$ cat config.mk
export PLATFORM = sky130hd
export DESIGN_NAME = hw_barrier_core_side
export DESIGN_NICKNAME = d
export VERILOG_FILES = /design/src/rtl/hw_barrier_pkg.sv /design/src/rtl/hw_barrier_rr_arb.sv /design/src/rtl/hw_barrier_core_side.sv
export SDC_FILE = /design/constraint.sdc
export NUM_CORES = 1
export LEC_CHECK = 0
export ABC_AREA = 1
export ABC_CLOCK_PERIOD_IN_PS = 4200
export BUFFER_PORTS_ARGS = -buffer_cell sky130_fd_sc_hd__buf_2
export CORE_UTILIZATION = 45
export CTS_CLUSTER_SIZE = 16
export DETAILED_ROUTE_END_ITERATION = 8
export PLACE_DENSITY = 0.78
export SETUP_SLACK_MARGIN = 0.2
export SLEW_MARGIN = 20
export SYNTH_ARGS = -nofsm -noshare
export SYNTH_HDL_FRONTEND = slang
export SYNTH_HIERARCHICAL = 1
export SYNTH_SLANG_ARGS = --single-unit
$ cat constraint.sdc
create_clock -name clk_i -period 4.2 [get_ports clk_i]
set_input_delay 0.63 -clock clk_i [delete_from_list [all_inputs] [get_ports clk_i]]
set_output_delay 0.63 -clock clk_i [all_outputs]
set_load 0.02 [all_outputs]
$ cat src/rtl/hw_barrier_pkg.sv
// Shared types for the core-side HW barrier initiator.
package hw_barrier_pkg;

  typedef enum logic [1:0] {
    BAR_IDLE    = 2'd0,
    BAR_PENDING = 2'd1,
    BAR_WAITING = 2'd2,
    BAR_RELEASE = 2'd3
  } bar_core_state_e;

endpackage

$ cat src/rtl/hw_barrier_rr_arb.sv
// Round-robin pick of one requester, searching upward from ptr with wrap.
module hw_barrier_rr_arb #(
  parameter int NUM_CORES = 4,
  parameter int PTR_W     = 2
) (
  input  logic [NUM_CORES-1:0] req,
  input  logic [PTR_W-1:0]     ptr,
  output logic [NUM_CORES-1:0] gnt,
  output logic                 valid,
  output logic [PTR_W-1:0]     idx
);

  always_comb begin
    int c;
    gnt   = '0;
    valid = 1'b0;
    idx   = '0;
    c     = 0;
    for (int i = 0; i < NUM_CORES; i++) begin
      c = int'(ptr) + i;
      if (c >= NUM_CORES) c = c - NUM_CORES;
      if (!valid && req[c]) begin
        valid  = 1'b1;
        idx    = PTR_W'(c);
        gnt[c] = 1'b1;
      end
    end
  end

endmodule

$ cat src/rtl/hw_barrier_core_side.sv
// Core-facing barrier initiator: serialises arrivals into barrier_get pulses,
// parks each core until its event bit fires, then wakes it for one cycle.
module hw_barrier_core_side
  import hw_barrier_pkg::*;
#(
  parameter int NUM_CORES = 4
) (
  input  logic                 clk_i,
  input  logic                 rst_ni,
  input  logic [NUM_CORES-1:0] core_req_i,
  output logic [NUM_CORES-1:0] core_gnt_o,
  output logic [NUM_CORES-1:0] core_wake_o,
  output logic [NUM_CORES-1:0] core_wait_o,
  output logic                 barrier_get_o,
  input  logic [NUM_CORES-1:0] barrier_event_i,
  input  logic                 abort_i,
  output logic                 clear_req_o,
  output logic                 proto_err_o
);

  localparam int PTR_W = (NUM_CORES > 1) ? $clog2(NUM_CORES) : 1;

  logic [NUM_CORES-1:0] pend;
  logic [NUM_CORES-1:0] arb_gnt;
  logic                 arb_vld;
  logic [PTR_W-1:0]     arb_idx;
  logic [PTR_W-1:0]     ptr_q;
  logic                 clear_req_q;
  logic                 proto_err_q;

  for (genvar k = 0; k < NUM_CORES; k++) begin : g_core
    bar_core_state_e state_q, state_d;

    assign pend[k]        = (state_q == BAR_PENDING);
    assign core_wait_o[k] = pend[k] | (state_q == BAR_WAITING);
    assign core_wake_o[k] = (state_q == BAR_RELEASE);
    // Gated by reset so every output reads 0 while reset is held.
    assign core_gnt_o[k]  = rst_ni & ~abort_i & core_req_i[k] & (state_q == BAR_IDLE);

    always_comb begin
      state_d = state_q;
      if (abort_i) begin
        state_d = BAR_IDLE;
      end else begin
        unique case (state_q)
          BAR_IDLE:    if (core_req_i[k])      state_d = BAR_PENDING;
          BAR_PENDING: if (arb_gnt[k])         state_d = BAR_WAITING;
          BAR_WAITING: if (barrier_event_i[k]) state_d = BAR_RELEASE;
          BAR_RELEASE:                         state_d = BAR_IDLE;
          default:                             state_d = BAR_IDLE;
        endcase
      end
    end

    always_ff @(posedge clk_i or negedge rst_ni) begin
      if (!rst_ni) state_q <= BAR_IDLE;
      else         state_q <= state_d;
    end
  end

  hw_barrier_rr_arb #(
    .NUM_CORES (NUM_CORES),
    .PTR_W     (PTR_W)
  ) u_arb (
    .req   (pend),
    .ptr   (ptr_q),
    .gnt   (arb_gnt),
    .valid (arb_vld),
    .idx   (arb_idx)
  );

  // Each PENDING core yields exactly one get pulse when it wins.
  assign barrier_get_o = |pend;

  always_ff @(posedge clk_i or negedge rst_ni) begin
    if (!rst_ni) begin
      ptr_q       <= '0;
      clear_req_q <= 1'b0;
      proto_err_q <= 1'b0;
    end else begin
      clear_req_q <= abort_i;
      proto_err_q <= proto_err_q | (~abort_i & (|(pend & barrier_event_i)));
      if (abort_i)
        ptr_q <= '0;
      else if (arb_vld)
        ptr_q <= (arb_idx == PTR_W'(NUM_CORES - 1)) ? '0 : arb_idx + PTR_W'(1);
    end
  end

  assign clear_req_o = clear_req_q;
  assign proto_err_o = proto_err_q;

endmodule

==> results.md <==
- Buffer count from post-CTS setup fixing: 0
- Initial drt markers: approximately 40
- Clock sink count: 12
- Required arrival time at the worst endpoint: 4.38 ns
- Chip Height: 58.9 um
- Routed vias/inst: between 5 and 6
- Syn Area/Cell: between 7 and 8 sq um
- Inserted Diodes: 0
- Commonest cells after routing, fill and taps aside: 51 x sky130_fd_sc_hd__nand2_1, 26 x sky130_fd_sc_hd__ha_1, 25 x sky130_fd_sc_hd__buf_2
- Largest net degree at the start of global routing: 19
- Status: complete, no violations
- Synthesized cell area: about 1500 sq um
- Worst-case clock buffer depth: 2
- Post-synthesis sequential area ratio: 20.6%
- Synthesized flop and latch total: 12
- Routed via count: between 1000 and 1500
- Global-route wire length before repair: 5290 um
- Total of cells resized after clock tree synthesis: 0
- Layout cells sized above 1: 19.8%
- Global placement routability congestion: 1.01
- Instance count of the mapped netlist: approximately 210
- Total global routing track utilization: 20.4%
- Worst Tran Pin Value: 0.396 ns
- # fillers: 312
- Cell leakage power: a little over 0.9 nW
- Fraction of power consumed by the clock network: just over 8%
- Antenna violations before repair: 0
- Cell at the root of the clock tree: sky130_fd_sc_hd__clkbuf_4
- Effective utilization at floorplan: 47.8%
- Internal power summed over all cells: 0.000535 W
- Ports placed on the boundary: 26
- Post-synth cell types: 18
- Switching share of power: 56.8%
- Util after Layout: 53.5%
- Row count: 20
- Synth-to-Final Area Change: 11.9%
- Switching power of the nets: 0.000702 W
- Crit path time final: 2.45 ns
- CP Capture Type: flip-flop
- Max Clock Freq: 408 MHz
- Clock transition time at the flip-flop clock pins of the worst setup and hold paths: approximately 0.09 ns
- Via count of the first global-routing pass: between 1000 and 1500
- Setup repair after global routing missed its margin: false
- PwrDens: 758 nW/um^2
- TritonCTS clock tree: done
- Number of DRC violations after detailed routing: 0
- Max VDD drop: 435 uV
- Number of nets still failing antenna checks after routing: 0
- Gr ovfl total: 0
- Final setup TNS: 0 ns
- DP HPWL: 2480 um
- Number of buffers created by CTS: 3
- Setup violations, final: 0
- Part of the power in registers: 17.6%
- Multi-input logic area: 1020 sq um
- Core ar.: 3050 sq um
- Startpoint type of the worst setup path: flip-flop
- Combinational share of power: 74.3%
- Seq. cell area: 300 sq um
- Final hold violation count: 0
- Total wire length after detailed routing: 3180 um
- Rel. slew slack: 73.6%
- Drt wl/cell: 11.5 um
- Die area: 3470 sq um
- Pins over their slew limit: 0
- Max Cap Violations: 0
- Arrival time worst endpoint: 2.63 ns
- NumNets Final: 270
- DR pass1 iterations: 4
- Number of H-tree branching levels: 1
- Most frequent standard cell in the layout excluding fill and tap cells: sky130_fd_sc_hd__nand2_1
- Number of port buffers: 25
- Class of the tightest hold or removal check: input pin to async pin
- Final setup skew: ~0.0094 ns
- Worst hold margin: 0.208 ns
- Synthesis warning total: 6
- Die width: about 59 um
- Clk_lat worst skew: 0.29 ns
- CP Max Fanout: 11
- Setup CP Type: flip-flop to flip-flop
- CTS Hold Buffers Added: 0
- Net count after synthesis: 243
- Period Utilization, post-route: 58.3%
## path summary, 6_finish.rpt
path,start,endpoint,slack [ns],cells after the start
setup / recovery,ptr_q[0],g_core[3].state_q[0],1.75,12
setup reg to reg,ptr_q[0],g_core[3].state_q[0],1.75,12
hold reg to reg,proto_err_o,proto_err_o,0.46,2
max in group asynchronous,rst_ni,proto_err_o,3.75,1
min in group clk_i,proto_err_o,proto_err_o,0.46,2
hold / removal,rst_ni,g_core[1].state_q[1],0.21,1
## cell type report
| type | count | area share (%) |
|---|---|---|
| clock buffer | 4 | 2.22 |
| multi-input combinational | 166 | 62.6 |
| tap | 44 | 3.37 |
| sequential | 12 | 18.4 |
| inverter | 25 | 5.75 |
| timing repair buffer | 25 | 7.66 |
## power by group through the flow
stage          clock network [W]  registers, W  logic [W]
3_5_place_dp                   0      0.000219   0.000916
3_3_place_gp                   0      0.000219   0.000902
5_1_grt                 0.000108      0.000227    0.00104
2_1_floorplan                  0      0.000205   0.000760
6_report               0.0000999      0.000218   0.000919
4_1_cts                 0.000101      0.000218   0.000922
## Yosys cell counts
master	n	area, sq um
sky130_fd_sc_hd__nand3b_1	3	22.5
sky130_fd_sc_hd__a21oi_1	8	40.0
sky130_fd_sc_hd__o21ai_0	2	10.0
sky130_fd_sc_hd__buf_6	2	22.5
sky130_fd_sc_hd__dfrtp_1	12	300
sky130_fd_sc_hd__inv_1	23	86.3
sky130_fd_sc_hd__a21boi_0	4	30.0
sky130_fd_sc_hd__inv_2	2	7.51
sky130_fd_sc_hd__ha_1	26	325
sky130_fd_sc_hd__o21a_1	1	7.51
sky130_fd_sc_hd__nor2_1	23	86.3
sky130_fd_sc_hd__nand3_2	4	40.0
sky130_fd_sc_hd__nor2_4	3	33.8
sky130_fd_sc_hd__nand3_1	17	85.1
sky130_fd_sc_hd__nand2_2	8	50.1
sky130_fd_sc_hd__nand4_1	16	100
sky130_fd_sc_hd__buf_12	1	20.0
sky130_fd_sc_hd__nand2_1	51	191
## stage by stage
step,cell area (sq um),worst slack (ns),power [W],instances
2_1_floorplan,1460,2.11,0.000965,206
3_3_place_gp,1600,1.85,0.00112,272
3_5_place_dp,1600,1.78,0.00114,272
4_1_cts,1630,1.75,0.00124,276
5_1_grt,1630,1.45,0.00138,276
6_report,1630,1.75,0.00124,276
## routing by layer
metal	vias to the layer above	global-route usage (%)	wire length (um)	part of all wire, %
met3	9	4.84	172	5.4
li1	724	-	-	-
met4	0	8.16	63	2.0
met5	-	0	0	0
met1	647	27.6	1460	46
met2	45	31.2	1480	47
## sequential cells by signal, indices dropped and copies added (netlist names)
name            cells
g_core.state_q      8
ptr_q               2
clear_req_o         1
proto_err_o         1
## cell families (layout without fill, tap and decap cells)
family | count (synthesis) | after routing | share of synthesized area (%)
adder cells (fa/ha/maj) | 26 | 26 | 22.3
AO/OA/AOI/OAI | 15 | 15 | 6.00
flip-flops | 12 | 12 | 20.6
buffers and inverters | 28 | 54 | 9.35
AND/OR/NAND/NOR | 125 | 125 | 41.8
## critical path, cell delays in order, from the launching register on
cell and delay (ns):
sky130_fd_sc_hd__dfrtp_1 0.57, sky130_fd_sc_hd__inv_2 0.20, sky130_fd_sc_hd__ha_1 0.41, sky130_fd_sc_hd__inv_1 0.10, sky130_fd_sc_hd__nand3_1 0.09, sky130_fd_sc_hd__nand2_1 0.05, sky130_fd_sc_hd__nor2_1 0.30, sky130_fd_sc_hd__a21oi_1 0.11
sky130_fd_sc_hd__nand3_1 0.09, sky130_fd_sc_hd__nand3b_1 0.17, sky130_fd_sc_hd__nand3_1 0.11, sky130_fd_sc_hd__nand2_1 0.08, sky130_fd_sc_hd__nand2_1 0.05
(Power assumes the default switching activity.)
